File: config.mk
export PLATFORM = sky130hd
export DESIGN_NAME = uart_stream_bridge
export DESIGN_NICKNAME = d
export VERILOG_FILES = /design/src/rtl/uart_bridge_pkg.sv /design/src/rtl/sync_fifo.sv /design/src/rtl/uart_stream_bridge.sv
export SDC_FILE = /design/constraint.sdc
export NUM_CORES = 1
export LEC_CHECK = 0
export ABC_CLOCK_PERIOD_IN_PS = 7000
export CORE_MARGIN = 1
export CORE_UTILIZATION = 55
export DETAILED_ROUTE_END_ITERATION = 8
export PLACE_DENSITY_LB_ADDON = 0.1
export SETUP_SLACK_MARGIN = 0.02
export SYNTH_ARGS = -nofsm -noshare
export SYNTH_HDL_FRONTEND = slang
export SYNTH_SLANG_ARGS = --single-unit
File: constraint.sdc
create_clock -name sys_clk -period 7 [get_ports sys_clk]
set_input_delay 1.05 -clock sys_clk [delete_from_list [all_inputs] [get_ports sys_clk]]
set_output_delay 1.05 -clock sys_clk [all_outputs]
set_load 0.1 [all_outputs]
File: src/rtl/uart_bridge_pkg.sv
// Shared types and constants for the UART CSR stream bridge.
// Holds the bridge FSM states, the UART register offsets and the divisor helper.
package uart_bridge_pkg;

  typedef enum logic [2:0] {
    INIT   = 3'd0,
    IDLE   = 3'd1,
    TX_WR  = 3'd2,
    RX_RD  = 3'd3,
    RX_CAP = 3'd4
  } state_t;

  localparam logic [1:0] REG_RXTX = 2'd0;
  localparam logic [1:0] REG_DIV  = 2'd1;

  // Baud divisor for a 16x oversampling UART, truncated to the 16-bit register.
  function automatic logic [15:0] calc_divisor(input int unsigned clk_freq,
                                               input int unsigned baud);
    return 16'(clk_freq / (32'd16 * baud));
  endfunction

endpackage

File: src/rtl/sync_fifo.sv
// Single-clock FIFO with first-word-fall-through head output.
// A push and pop in the same cycle are both honoured, even when full or empty.
module sync_fifo #(
  parameter int WIDTH = 8,
  parameter int DEPTH = 16
) (
  input  logic             clk,
  input  logic             rst_n,
  input  logic             push,
  input  logic             pop,
  input  logic [WIDTH-1:0] din,
  output logic [WIDTH-1:0] head,
  output logic             full,
  output logic             empty
);

  localparam int AW = $clog2(DEPTH);
  localparam logic [AW:0] FULL_CNT = DEPTH[AW:0];

  logic [WIDTH-1:0] mem_r [DEPTH];
  logic [AW-1:0]    wr_ptr_r;
  logic [AW-1:0]    rd_ptr_r;
  logic [AW:0]      count_r;
  logic             do_push_s;
  logic             do_pop_s;

  assign full  = (count_r == FULL_CNT);
  assign empty = (count_r == {(AW+1){1'b0}});
  assign head  = mem_r[rd_ptr_r];

  // Qualify requests: a full FIFO accepts a push only alongside a pop, and vice versa when empty.
  always_comb begin
    do_push_s = push & (~full | pop);
    do_pop_s  = pop & (~empty | push);
  end

  // Pointer and occupancy tracking; pointers wrap naturally at the power-of-two depth.
  always_ff @(posedge clk or negedge rst_n) begin
    if (!rst_n) begin
      wr_ptr_r <= {AW{1'b0}};
      rd_ptr_r <= {AW{1'b0}};
      count_r  <= {(AW+1){1'b0}};
    end else begin
      if (do_push_s) begin
        wr_ptr_r <= wr_ptr_r + AW'(1);
      end
      if (do_pop_s) begin
        rd_ptr_r <= rd_ptr_r + AW'(1);
      end
      if (do_push_s && !do_pop_s) begin
        count_r <= count_r + (AW+1)'(1);
      end else if (do_pop_s && !do_push_s) begin
        count_r <= count_r - (AW+1)'(1);
      end else begin
        count_r <= count_r;
      end
    end
  end

  // Storage array; contents need no reset because occupancy gates every read.
  always_ff @(posedge clk) begin
    if (do_push_s) begin
      mem_r[wr_ptr_r] <= din;
    end
  end

endmodule

File: src/rtl/uart_stream_bridge.sv
// Bridges byte valid/ready streams onto the UART 14-bit CSR bus.
// Programs the divisor once after reset, then paces TX writes by tx_irq and RX reads by rx_irq.
module uart_stream_bridge
  import uart_bridge_pkg::*;
#(
  parameter int unsigned CLK_FREQ = 32'd50_000_000,
  parameter int unsigned BAUD     = 32'd115_200,
  parameter logic [3:0]  CSR_ADDR = 4'h0,
  parameter int          TX_DEPTH = 16,
  parameter int          RX_DEPTH = 16
) (
  input  logic        sys_clk,
  input  logic        sys_rst_n,
  input  logic [7:0]  tx_data,
  input  logic        tx_valid,
  output logic        tx_ready,
  output logic [7:0]  rx_data,
  output logic        rx_valid,
  input  logic        rx_ready,
  output logic        rx_overrun,
  output logic        init_done,
  output logic [13:0] csr_a,
  output logic        csr_we,
  output logic [31:0] csr_di,
  input  logic [31:0] csr_do,
  input  logic        rx_irq,
  input  logic        tx_irq
);

  localparam logic [15:0] DIVISOR = calc_divisor(CLK_FREQ, BAUD);

  state_t      state_r;
  logic        tx_busy_r;
  logic        rx_pend_r;
  logic        init_done_r;
  logic [13:0] csr_a_r;
  logic        csr_we_r;
  logic [31:0] csr_di_r;
  logic        rx_overrun_r;

  logic        tx_push_s;
  logic        tx_pop_s;
  logic [7:0]  tx_head_s;
  logic        tx_full_s;
  logic        tx_empty_s;
  logic        rx_push_s;
  logic        rx_pop_s;
  logic [7:0]  rx_head_s;
  logic        rx_full_s;
  logic        rx_empty_s;
  logic        rx_space_s;
  logic        rx_start_s;
  logic [23:0] unused_csr_do_s;

  assign unused_csr_do_s = csr_do[31:8];

  assign tx_ready   = init_done_r & ~tx_full_s;
  assign rx_valid   = ~rx_empty_s;
  assign rx_data    = rx_head_s;
  assign init_done  = init_done_r;
  assign csr_a      = csr_a_r;
  assign csr_we     = csr_we_r;
  assign csr_di     = csr_di_r;
  assign rx_overrun = rx_overrun_r;

  // Stream handshakes and FSM launch conditions; RX service outranks TX.
  always_comb begin
    tx_push_s  = tx_valid & tx_ready;
    rx_pop_s   = rx_valid & rx_ready;
    rx_space_s = ~rx_full_s | rx_pop_s;
    rx_start_s = (state_r == IDLE) & rx_pend_r;
    tx_pop_s   = (state_r == IDLE) & ~rx_pend_r & ~tx_busy_r & ~tx_empty_s;
    rx_push_s  = (state_r == RX_CAP) & rx_space_s;
  end

  sync_fifo #(.WIDTH(8), .DEPTH(TX_DEPTH)) u_tx_fifo (
    .clk   (sys_clk),
    .rst_n (sys_rst_n),
    .push  (tx_push_s),
    .pop   (tx_pop_s),
    .din   (tx_data),
    .head  (tx_head_s),
    .full  (tx_full_s),
    .empty (tx_empty_s)
  );

  sync_fifo #(.WIDTH(8), .DEPTH(RX_DEPTH)) u_rx_fifo (
    .clk   (sys_clk),
    .rst_n (sys_rst_n),
    .push  (rx_push_s),
    .pop   (rx_pop_s),
    .din   (csr_do[7:0]),
    .head  (rx_head_s),
    .full  (rx_full_s),
    .empty (rx_empty_s)
  );

  // Bridge FSM: CSR outputs are registered on the edge that enters the state they belong to.
  always_ff @(posedge sys_clk or negedge sys_rst_n) begin
    if (!sys_rst_n) begin
      state_r      <= INIT;
      tx_busy_r    <= 1'b0;
      rx_pend_r    <= 1'b0;
      init_done_r  <= 1'b0;
      csr_a_r      <= {CSR_ADDR, 10'h000};
      csr_we_r     <= 1'b0;
      csr_di_r     <= 32'h0000_0000;
      rx_overrun_r <= 1'b0;
    end else begin
      csr_we_r     <= 1'b0;
      rx_overrun_r <= 1'b0;
      // A new IRQ on the clearing edge keeps the flag set.
      rx_pend_r    <= rx_irq | (rx_pend_r & ~rx_start_s);
      tx_busy_r    <= tx_pop_s | (tx_busy_r & ~tx_irq);
      case (state_r)
        INIT: begin
          csr_a_r  <= {CSR_ADDR, 8'h00, REG_DIV};
          csr_di_r <= {16'h0000, DIVISOR};
          csr_we_r <= 1'b1;
          state_r  <= IDLE;
        end
        IDLE: begin
          init_done_r <= 1'b1;
          if (rx_pend_r) begin
            csr_a_r <= {CSR_ADDR, 8'h00, REG_RXTX};
            state_r <= RX_RD;
          end else if (tx_pop_s) begin
            csr_a_r  <= {CSR_ADDR, 8'h00, REG_RXTX};
            csr_di_r <= {24'h00_0000, tx_head_s};
            csr_we_r <= 1'b1;
            state_r  <= TX_WR;
          end else begin
            state_r <= IDLE;
          end
        end
        TX_WR: begin
          state_r <= IDLE;
        end
        RX_RD: begin
          state_r <= RX_CAP;
        end
        RX_CAP: begin
          rx_overrun_r <= ~rx_space_s;
          state_r      <= IDLE;
        end
        default: begin
          state_r <= INIT;
        end
      endcase
    end
  end

endmodule

# ---- After elaboration in Yosys (flattened, before gate mapping)
# Memories as Yosys holds them, arrays and structs flattened.
# Cells that the tools add are included.
dict set report word_totals {
  n_memories 2
  elab_cells 100
  mem_bits_ro 0
  input_bits 46
  latch_bits 0
  mem_bits_rw 256
  reg_bits 80
  output_inout_bits 59
}
dict set report op_classes {
  n_lt_le_gt_ge 0
  eq_ne 9
  multipliers 0
  muxes 21
  shifts 0
  bitwise 29
  reduce_logical 17
  div 0
  add_sub_neg 8
}
# name words width read_ports rd_ports_with_merged_regs wr line
set mem_list {}
lappend mem_list {u_rx_fifo.mem_r 16 8 1 0 1 sync_fifo.sv:20} ;# logic [WIDTH-1:0] mem_r [DEPTH];
lappend mem_list {u_tx_fifo.mem_r 16 8 1 0 1 sync_fifo.sv:20}
# cell n
set op_table {}
lappend op_table {{32-bit 2-to-1 mux} 2}
lappend op_table {{32-bit one-hot mux with 2 select lines} 1}
lappend op_table {{14-bit 2-to-1 mux} 2}
lappend op_table {{14-bit one-hot mux with 2 select lines} 1}
lappend op_table {{5-bit 2-to-1 mux} 4}
lappend op_table {{4-bit by 1-bit adder with 4-bit output (second input constant)} 4}
lappend op_table {{1-bit bitwise AND} 14}
lappend op_table {{5-bit by 1-bit adder with 5-bit output (second input constant)} 2}
lappend op_table {{5-bit equality test (second input constant)} 2}
lappend op_table {{5-bit logical NOT} 2}
lappend op_table {{5-bit by 1-bit subtractor with 5-bit output (second input constant)} 2}
lappend op_table {{1-bit NOT} 9}
lappend op_table {{3-bit one-hot mux with 3 select lines} 1}
lappend op_table {{1-bit 2-to-1 mux} 7}
lappend op_table {{3-bit by 2-bit equality test with 1-bit output (second input constant)} 2}
lappend op_table {{1-bit OR} 6}
lappend op_table {{2-bit nonzero test} 3}
lappend op_table {{1-bit logical AND} 4}
lappend op_table {{1-bit logical NOT} 4}
lappend op_table {{2-bit 2-to-1 mux} 2}
lappend op_table {{2-bit != test (second input constant)} 2}
lappend op_table {{3-bit by 1-bit equality test with 1-bit output (second input constant)} 1}
lappend op_table {{3-bit equality test (second input constant)} 1}
lappend op_table {{3-bit logical NOT} 1}
lappend op_table {{5 further kinds} 5}

# ---- Depth between registers and ports, before layout
# Gate-level depths: netlist of run 1.
dict set report depth {
  word_depth 10
  mapped_depth 10
  ltp_nobuf 10
}

# ---- By module
# From an unflattened synthesis of run 1, not the netlist that was laid out.
dict set report unflattened {
  cells_unflattened 709
  area_unflattened_um2 12433.2
}
# mod seq_area_each_um2 n_inst area_per_inst_um2 cells_each
set modules_own_cells {}
lappend modules_own_cells {{sync_fifo (u_tx_fifo)} 4169.0 1 5671.7 295}
lappend modules_own_cells {{sync_fifo (u_rx_fifo)} 4169.0 1 5670.4 294}
lappend modules_own_cells {uart_stream_bridge 425.4 1 1091.0 120}

# ---- Worst setup path before layout of run 1
# Ideal clock, no wire load.
dict set report synth_timing {
  path_kind {flip-flop to output port}
  from {register init_done_r, in the netlist init_done}
  to {output port tx_ready}
  n_path_buf 0
  t_arrival_ns 3.221
  t_required_ns 5.950
  path_slack_ns 2.729
  stages_incl_launch_ff 2
  path_cell_list {dfrtp_1 -> a21boi_0}
}
dict set report synth_via {
  elab_chain_cells 1
}
# item line
set synth_rtl {}
lappend synth_rtl {{start, declared} uart_stream_bridge.sv:35} ;# logic init_done_r;
lappend synth_rtl {{start signal, assigned} uart_stream_bridge.sv:104} ;# init_done_r <= 1'b0;
lappend synth_rtl {{start signal, assigned} uart_stream_bridge.sv:123} ;# init_done_r <= 1'b1;
lappend synth_rtl {{1-bit bitwise AND} uart_stream_bridge.sv:57} ;# assign tx_ready = init_done_r & ~tx_full_s;
lappend synth_rtl {{end, declared} uart_stream_bridge.sv:16} ;# output logic tx_ready,
# Every way passes these cells.

# ---- Final worst setup path of run 1
dict set report layout_timing {
  from {register u_rx_fifo.rd_ptr_r[0]}
  to {output port rx_data[6]}
}
dict set report layout_via {
  elab_chain_cells 1
}
# item line
set layout_rtl {}
lappend layout_rtl {{start, declared} sync_fifo.sv:22} ;# logic [AW-1:0] rd_ptr_r;
lappend layout_rtl {{start signal, assigned} sync_fifo.sv:41} ;# rd_ptr_r <= {AW{1'b0}};
lappend layout_rtl {{start signal, assigned} sync_fifo.sv:48} ;# rd_ptr_r <= rd_ptr_r + AW'(1);
lappend layout_rtl {{memory read 16 x 8 bit} n/a}
lappend layout_rtl {{end, declared} uart_stream_bridge.sv:17} ;# output logic [7:0] rx_data,
# Every way passes these cells.

==> flow_summary.yaml, run 1 <==
run_status:
  status: "finished clean"
clocking:
  cts_tree: "built"
  postCtsSetupRepairBufs: 0
  clk_pin_slew_ns: 0.06
  htreeDepth: 1
  holdBufCountCts: 0
  cts_resized: 0
  clock-root-buffer: "clkbuf_16"
  clk_latency_ns: 0.53
  clock-sinks: 299
  cts_made_buffers: 29
  clockBufferDepth: 3
floorplanning:
  die_area_sq_um: 23000
  fp.dieH_microns: 152
  start_util_pct: 56.2
  core_area_sq_um: 21900
  io_pins: 105
  die_width_microns: 152
  rows: 54
critical_path:
  rr_startpoint: "u_tx_fifo.count_r[0]$_DFFE_PN0P_"
  crit_path_start_kind: "flip-flop"
  endpoint_kind: "output port"
  cp.arrival_ns: 3.55
  worstSetupPathType: "flip-flop to output port"
  r2r_slack_ns: 3.75
  crit_start: "u_rx_fifo.rd_ptr_r[0]$_DFFE_PN0P_"
  r2r_end: "u_tx_fifo.count_r[4]$_DFFE_PN0P_"
  reg2reg_depth: 11
  crit_required_ns: 5.95
  crit_fanout: 35
hold_path:
  min_path_type: "flip-flop to flip-flop"
  hold_path_depth: 1
  hold_path_end: "csr_a[0]$_DFFE_PN0P_"
  min_from: "csr_a[0]$_DFFE_PN0P_"
sta:
  fin_skew_ns: 0.00846
  rsz0062_at_grt: "false"
  drv_slew: 0
  tightest_slew_ns: 1.16
  fin_crit_ns: 4.60
  slew-limit-headroom_pct: 22.4
  fmax_mhz: 218
  timing.final.crit_share_pct: 65.7
  setup_violations: 0
  finalHoldViolCount: 0
  fin_tns_setup_ns: 0
global_route:
  grt_pass1_wl_mm: 33.6
  grt-ovfl-total: 0
  grt_usage_pct: 20.0
  grt_max_degree: 44
  grt_pass1_vias: 5918
  antenna_found_initial: 0
logic_synthesis:
  ys_seq_area_share_pct: 71.2
  async_flop_share_pct: 14.4
  synth_edf_count: 256
  yosys.area.top_type: "edfxtp_1"
  synth_cells: 632
  synth_area_sq_um: 12300
  yosys-top-cells-count: "256 x edfxtp_1, 72 x mux4_2, 43 x dfrtp_1, 40 x buf_4, 22 x mux2i_1"
  yosysTopAreaCellShare_pct: 62.5
  syn_avg_cell_area_sq_um: 19.5
  synth.most_common_cell: "edfxtp_1"
  ys_ff_latch: 299
  yosysUniqueCellTypes: 51
  synth-main-ff-cell: "edfxtp_1"
  synth_area_leaders: "edfxtp_1 62%, mux4_2 13%, dfrtp_1 8.7%"
  yosysWarnings: 0
placement:
  place_hpwl_mm: 14.2
  gp_congestion: 0.734
  portBuffers: 43
layout:
  regArea_sq_um: 8770
  diodes: 0
  fillCellCount: 1523
  final_util_pct: 63.2
  multiInputGateArea_sq_um: 3190
  synthToLayoutAreaGrowth_pct: 12.4
  fin_nets: 757
  drive_gt1_share_pct: 20.2
route:
  wl_per_cell_microns: 22.0
  wl_mm: 21.9
  first_pass_iters: 5
  first_iter_violations: 397
  antenna_left: 0
  drc_errors: 0
  route.vias.total: 5742
  via_per_inst: 5.78
power:
  ir_drop_uv: 300
  intPower_w: 0.00381
  power_frac_comb_pct: 34.5
  power.total_w: 0.00590
  power_frac_clock_pct: 25.4
  power_density_nw_per_um2: 426
  leakagePower_nw: 4.76
  p_switching_w: 0.00209
  pwr-share-seq_pct: 40.1
  netSwitchingFraction_pct: 35.5
job:
  drv_cap: 0
==> worst max-delay path: stages (launching register included) <==
cell	delay (ns)
dfrtp_2	0.34
buf_4	0.54
mux4_2	0.61
mux4_2	0.48
clkdlybuf4s50_1	0.99
==> cells by family after synthesis <==
logic type	count (synthesis)	share of synthesized area (%)
flip-flops	299	71.2
multiplexers	98	15.3
buffers and inverters	84	3.95
AND/OR/NAND/NOR	75	3.54
AO/OA/AOI/OAI	35	2.31
adder cells (fa/ha/maj)	20	2.16
XOR/XNOR	20	1.48
other	1	0.0305
==> cell type report <==
class	count	area share, %
sequential	299	63.4
multi-input combinational	285	23.1
clock buffer	37	5.69
timing repair buffer	55	3.73
tap	280	2.53
clock inverter	17	1.05
inverter	21	0.570
==> stage by stage <==
stage	instance area, sq um	hold WS [ns]	std cells	setup WS (ns)
6_report	13800	0.505	994	2.40
4_1_cts	13800	0.513	994	2.34
5_1_grt	13800	0.538	994	2.25
2_1_floorplan	12400	0.478	668	2.73
3_3_place_gp	12900	0.499	940	2.92
3_5_place_dp	12900	0.494	940	2.91
==> state kept, by name, summed over array words and instances (netlist names), 3 cells and up <==
signal and count:
state_r 3, u_tx_fifo.rd_ptr_r 4, u_rx_fifo.count_r 5, u_tx_fifo.count_r 5, u_tx_fifo.wr_ptr_r 4, csr_di 8, u_tx_fifo.mem_r 128, u_rx_fifo.mem_r 128
u_rx_fifo.rd_ptr_r 4, u_rx_fifo.wr_ptr_r 4
==> worst max path at each step <==
stage,to,cells after the start
global placement,rx_data[6],4
floorplan,tx_ready,1
detailed placement,rx_data[3],4
finish,rx_data[6],4
global route,rx_data[2],4
CTS,rx_data[6],4
==> metal layers <==
| layer | track usage (%) | wire length [microns] | vias to the layer above |
|---|---|---|---|
| met3 | 3.20 | 1210 | 27 |
| met2 | 32.7 | 10800 | 179 |
| li1 | - | - | 2544 |
| met1 | 28.8 | 9640 | 2992 |
| met5 | 0 | 0 | - |
| met4 | 4.21 | 308 | 0 |
==> layout by cell type, fill, tap and decap left out, types with 2 or more instances in the layout <==
cell             Yosys  layout
a21o_1               6       6
a21oi_1              4       4
a222oi_1             4       4
a22o_1               4       4
and2_1              17      17
and3_1               5       5
buf_4               40      12
bufinv_16            0       2
clkbuf_1            10       6
clkbuf_16            0      30
clkdlybuf4s50_1      0      42
clkinv_1             0       3
clkinv_2             0       7
clkinvlp_4           0       4
conb_1               1      37
dfrtp_1             43      40
dfrtp_2              0       3
edfxtp_1           256     256
fa_1                 2       2
ha_1                18      18
inv_1               19      19
inv_2                2       2
mux2_1               2       2
mux2_2               2       2
mux2i_1             22      22
mux4_2              72      72
nand2_1             12      12
nand4_1              3       3
nor2_1              13      13
nor3_1               6       6
nor3b_1              6       6
nor4_1               2       2
o21a_1               2       2
o21ai_0              7       7
o21ai_1              2       2
or4_1                2       2
xnor2_1             16      16
xor2_1               3       3
==> power groups by stage <==
stage               Clock (W)  Sequential, W  Combinational [W]
finish                0.00150        0.00236            0.00204
global route          0.00159        0.00239            0.00218
CTS                   0.00153        0.00237            0.00207
detailed placement          0        0.00240            0.00206
global placement            0        0.00239            0.00201
floorplan                   0        0.00238            0.00163
No activity file was read; power rests on OpenSTA's default activity.
==> run 2: changes to the inputs <==
Settings changed: ABC_CLOCK_PERIOD_IN_PS 7000 to 4400.
Clock period 7 ns to 4.4 ns, I/O delays scaled along.
==> run 2 against run 1 <==
Sequential power is 64% higher. Sequential cell count stayed put. Global-route usage is 0.15 points higher. Combinational power is 53% higher. Design area is 0.41% higher. Count of clock-buffer cells in the layout is 10 higher. Critical path depth stayed put. Largest cell class unchanged. Largest power group unchanged.
==> flow_summary.yaml, run 2 (synthesis gave the netlist of run 1 again) <==
route:
  wl_per_cell_microns: 22.2
  route.vias.total: 5798
  first_iter_violations: 316
  via_per_inst: 5.81
  first_pass_iters: 4
  drc_errors: 0
  antenna_left: 0
  wl_mm: 22.1
sta:
  finalHoldViolCount: 0
  rsz0062_at_grt: "false"
  fin_skew_ns: 0.0106
  setup_ws_ns: 0.958
  slew-limit-headroom_pct: 32.4
  drv_slew: 0
  setup_violations: 0
  hold_ws_ns: 0.221
  tightest_slew_ns: 1.01
  fin_tns_setup_ns: 0
  timing.final.crit_share_pct: 78.2
  fin_crit_ns: 3.44
  fmax_mhz: 291
floorplanning:
  start_util_pct: 56.2
  fp.dieH_microns: 152
  rows: 54
  die_width_microns: 152
  die_area_sq_um: 23000
  core_area_sq_um: 21900
  io_pins: 105
layout:
  final_area_sq_um: 13900
  synthToLayoutAreaGrowth_pct: 12.9
  fin_nets: 760
  drive_gt1_share_pct: 21.2
  diodes: 0
  final_common_cell: "edfxtp_1"
  most-common-layout-cells: "256 x edfxtp_1, 72 x mux4_2, 40 x dfrtp_1"
  fillCellCount: 1520
  final_util_pct: 63.5
critical_path:
  crit_fanout: 15
  crit_family: "multiplexers"
  crit_chain: "buf_4, mux4_2, mux4_2, buf_4"
  path_buf_inv: 2
  cp_slowest_cell: "mux4_2"
  cp.arrival_ns: 2.78
  endpoint_kind: "output port"
  crit_required_ns: 3.74
  worstSetupPathType: "flip-flop to output port"
  slowest_delay_ns: 0.56
  crit_path_start_kind: "flip-flop"
power:
  ir_drop_uv: 434
  leakagePower_nw: 4.81
  intPower_w: 0.00618
  p_switching_w: 0.00333
  netSwitchingFraction_pct: 35.0
  power_frac_clock_pct: 26.5
  power_frac_comb_pct: 32.8
  pwr-share-seq_pct: 40.6
  power_density_nw_per_um2: 684
clocking:
  clock-sinks: 299
  clock-root-buffer: "clkbuf_16"
  clockBufferDepth: 3
  htreeDepth: 1
  cts_made_buffers: 30
  cts_resized: 0
  clk_pin_slew_ns: 0.06
  clk_latency_ns: 0.54
  postCtsSetupRepairBufs: 0
  cts_tree: "built"
  holdBufCountCts: 0
global_route:
  grt_pass1_vias: 5915
  antenna_found_initial: 0
  grt_pass1_wl_mm: 33.9
  grt-ovfl-total: 0
  grt_usage_pct: 20.1
  grt_max_degree: 44
placement:
  gp_congestion: 0.797
  portBuffers: 43
  place_area_sq_um: 12900
  dp_slack_ns: 1.24
  place_hpwl_mm: 14.7
run_status:
  status: "finished clean"
job:
  drv_cap: 0
hold_path:
  min_path_type: "primary input to async pin"
==> run 2: final cells by class <==
class | instances | area, sq um | area share (%)
timing repair buffer | 57 | 510 | 3.67
inverter | 21 | 78.8 | 0.567
multi-input combinational | 285 | 3190 | 23.0
clock buffer | 47 | 866 | 6.23
tap | 280 | 350 | 2.52
sequential | 299 | 8770 | 63.1
clock inverter | 9 | 128 | 0.919
==> run 2: power groups by stage <==
| stage | clock network [W] | registers (W) | logic [W] |
|---|---|---|---|
| 6_report | 0.00252 | 0.00386 | 0.00312 |
| 5_1_grt | 0.00267 | 0.00392 | 0.00332 |
| 4_1_cts | 0.00256 | 0.00387 | 0.00317 |
| 3_5_place_dp | 0 | 0.00393 | 0.00316 |
| 3_3_place_gp | 0 | 0.00390 | 0.00308 |
| 2_1_floorplan | 0 | 0.00379 | 0.00260 |
==> run 2: path summary, 6_finish.rpt <==
| kind | start | endpoint | slack (ns) | cells after the start |
|---|---|---|---|---|
| worst max-delay path | u_rx_fifo.rd_ptr_r[0]$_DFFE_PN0P_ | rx_data[2] | 0.96 | 4 |
| worst min-delay path | sys_rst_n | u_rx_fifo.rd_ptr_r[3]$_DFFE_PN0P_ | 0.22 | 2 |
| worst max register to register | u_tx_fifo.count_r[0]$_DFFE_PN0P_ | u_tx_fifo.count_r[4]$_DFFE_PN0P_ | 1.25 | 11 |
| worst min register to register | csr_di[2]$_DFFE_PN0P_ | csr_di[2]$_DFFE_PN0P_ | 0.52 | 1 |
| max in group asynchronous | sys_rst_n | u_tx_fifo.rd_ptr_r[1]$_DFFE_PN0P_ | 3.70 | 2 |
| min in group sys_clk | csr_di[2]$_DFFE_PN0P_ | csr_di[2]$_DFFE_PN0P_ | 0.52 | 1 |
==> run 2: through the flow <==
stage	total power [W]	std cells
6_report	0.00951	998
5_1_grt	0.00991	998
3_5_place_dp	0.00708	942
2_1_floorplan	0.00639	668
3_3_place_gp	0.00698	942
4_1_cts	0.00960	998
==> run 2: routing by layer <==
metal | part of all wire [%] | track usage (%)
met4 | 1.6 | 4.95
met2 | 49 | 32.4
met3 | 4.1 | 2.93
met1 | 46 | 29.4
met5 | 0 | 0
==> run 3: changes to the inputs <==
Settings changed: ABC_CLOCK_PERIOD_IN_PS 4400 to 3400.
Clock period 4.4 ns to 3.4 ns, I/O delays scaled along.
==> run 3 against run 2 <==
Critical path depth did not move. Largest power group unchanged. Utilization increased by 1.5 points. Global-route usage is 0.81 points higher. Combinational power grew 43%. Critical path type unchanged. Sequential power increased by 27%. Clock skew rose by 0.012 ns. Clock power grew 49%. Wire length rose by 3.1%. Sequential cell count unchanged. Total power rose by 38%. Count of clock-buffer cells in the layout decreased by 5.
==> flow_summary.yaml, run 3 (synthesis gave the netlist of run 1 again) <==
run_status:
  status: "finished clean"
floorplanning:
  start_util_pct: 56.2
  core_area_sq_um: 21900
  die_width_microns: 152
  die_area_sq_um: 23000
  fp.dieH_microns: 152
  io_pins: 105
  rows: 54
sta:
  slew-limit-headroom_pct: 25.6
  fin_skew_ns: 0.0227
  fin_crit_ns: 3.15
  drv_slew: 0
  finalHoldViolCount: 0
  setup_violations: 0
  setup_ws_ns: 0.253
  rsz0062_at_grt: "false"
  hold_ws_ns: 0.218
  timing.final.crit_share_pct: 92.6
  fmax_mhz: 318
  fin_tns_setup_ns: 0
  tightest_slew_ns: 1.12
route:
  drc_errors: 0
  antenna_left: 0
  route.vias.total: 5837
  first_iter_violations: 321
  first_pass_iters: 4
  wl_per_cell_microns: 22.6
  wl_mm: 22.8
  via_per_inst: 5.77
layout:
  fin_nets: 771
  fillCellCount: 1451
  drive_gt1_share_pct: 23.0
  final_area_sq_um: 14200
  final_common_cell: "edfxtp_1"
  most-common-layout-cells: "256 x edfxtp_1, 72 x mux4_2, 41 x dfrtp_1"
  synthToLayoutAreaGrowth_pct: 15.6
power:
  power.total_w: 0.0131
  power_density_nw_per_um2: 923
  leakagePower_nw: 4.98
  ir_drop_uv: 689
critical_path:
  crit_family: "multiplexers"
  r2r_end: "u_tx_fifo.count_r[4]$_DFFE_PN0P_"
  path_common_cell: "mux4_2"
  cp.arrival_ns: 2.64
  path_buf_inv: 2
  crit_fanout: 11
  crit_required_ns: 2.89
  crit_chain: "buf_4, mux4_2, mux4_2, buf_12"
  rr_startpoint: "u_tx_fifo.count_r[0]$_DFFE_PN0P_"
  crit_path_start_kind: "flip-flop"
  worstSetupPathType: "flip-flop to output port"
  reg2reg_depth: 10
  r2r_slack_ns: 0.34
  endpoint_kind: "output port"
  cp_slowest_cell: "dfrtp_2"
  slowest_delay_ns: 0.58
global_route:
  grt_usage_pct: 20.9
  grt_pass1_vias: 6111
  antenna_found_initial: 2
  grt_pass1_wl_mm: 34.4
  grt_max_degree: 44
  grt-ovfl-total: 0
job:
  drv_cap: 0
clocking:
  clock-root-buffer: "clkbuf_16"
  clk_pin_slew_ns: 0.06
  clk_latency_ns: 0.50
  cts_tree: "built"
  clockBufferDepth: 3
  holdBufCountCts: 0
  htreeDepth: 2
  clock-sinks: 299
  cts_resized: 0
  postCtsSetupRepairBufs: 0
  cts_made_buffers: 34
placement:
  place_area_sq_um: 13100
  gp_congestion: 0.780
  place_hpwl_mm: 14.6
  dp_slack_ns: 0.405
  portBuffers: 43
hold_path:
  min_path_type: "primary input to async pin"
## run 3: changes by cell type in the layout (fill, tap and decap cells not counted), sizes merged
cell / change
inv: +1
bufinv: +3
clkbuf: -5
buf: +9
clkinv: +6
clkdlybuf4s50: -2
diode: +1
## run 3: layer usage
layer  GRT usage [%]  share of wire [%]  routed length [microns]  up-vias
met5               0              0.039                        9        -
met4            6.14                1.5                      344        2
met3            4.19                4.8                     1100       32
met2            34.1                 50                    11300      145
met1            29.0                 44                    10100     3076
li1                -                  -                        -     2582
## run 3: where the power goes
group	internal [W]	switching, W
clock network	0.00238	0.00138
logic	0.00192	0.00253
registers	0.00438	0.000535
## run 3: worst max path at each step
| stage | depth (start not counted) | from | end |
|---|---|---|---|
| finish | 4 | u_rx_fifo.rd_ptr_r[0]$_DFFE_PN0P_ | rx_data[2] |
| global placement | 10 | rx_ready | u_rx_fifo.count_r[4]$_DFFE_PN0P_ |
| CTS | 4 | u_rx_fifo.rd_ptr_r[0]$_DFFE_PN0P_ | rx_data[1] |
| detailed placement | 10 | rx_ready | u_rx_fifo.count_r[4]$_DFFE_PN0P_ |
| global route | 4 | u_rx_fifo.rd_ptr_r[0]$_DFFE_PN0P_ | rx_data[2] |
| floorplan | 1 | init_done$_DFFE_PN0N_ | tx_ready |
## run 3: worst register-to-register path: cells and delay by family, from the launching register on
family / cells / cell delay [ns]
AOI/OAI and AO/OA: 3 / 0.71
adders and majority gates: 2 / 0.54
DFF: 1 / 0.44
xor gates and xnor gates: 1 / 0.13
muxes: 1 / 0.26
buffers and inverters: 2 / 0.32
and+or+nand+nor: 1 / 0.59
## run 3: final cells by class
cell class | instances | area (sq um) | area share [%]
antenna | 1 | 2.50 | 0.0176
clock buffer | 42 | 922 | 6.48
clock inverter | 19 | 246 | 1.73
inverter | 21 | 78.8 | 0.554
multi-input combinational | 285 | 3190 | 22.4
sequential | 299 | 8770 | 61.6
tap | 280 | 350 | 2.46
timing repair buffer | 64 | 671 | 4.71
## run 3: stage by stage
step | instances | utilization (%)
2_1_floorplan | 668 | -
3_3_place_gp | 949 | 59.7
3_5_place_dp | 949 | 59.7
4_1_cts | 1010 | 65.0
5_1_grt | 1010 | 65.0
6_report | 1011 | 65.0
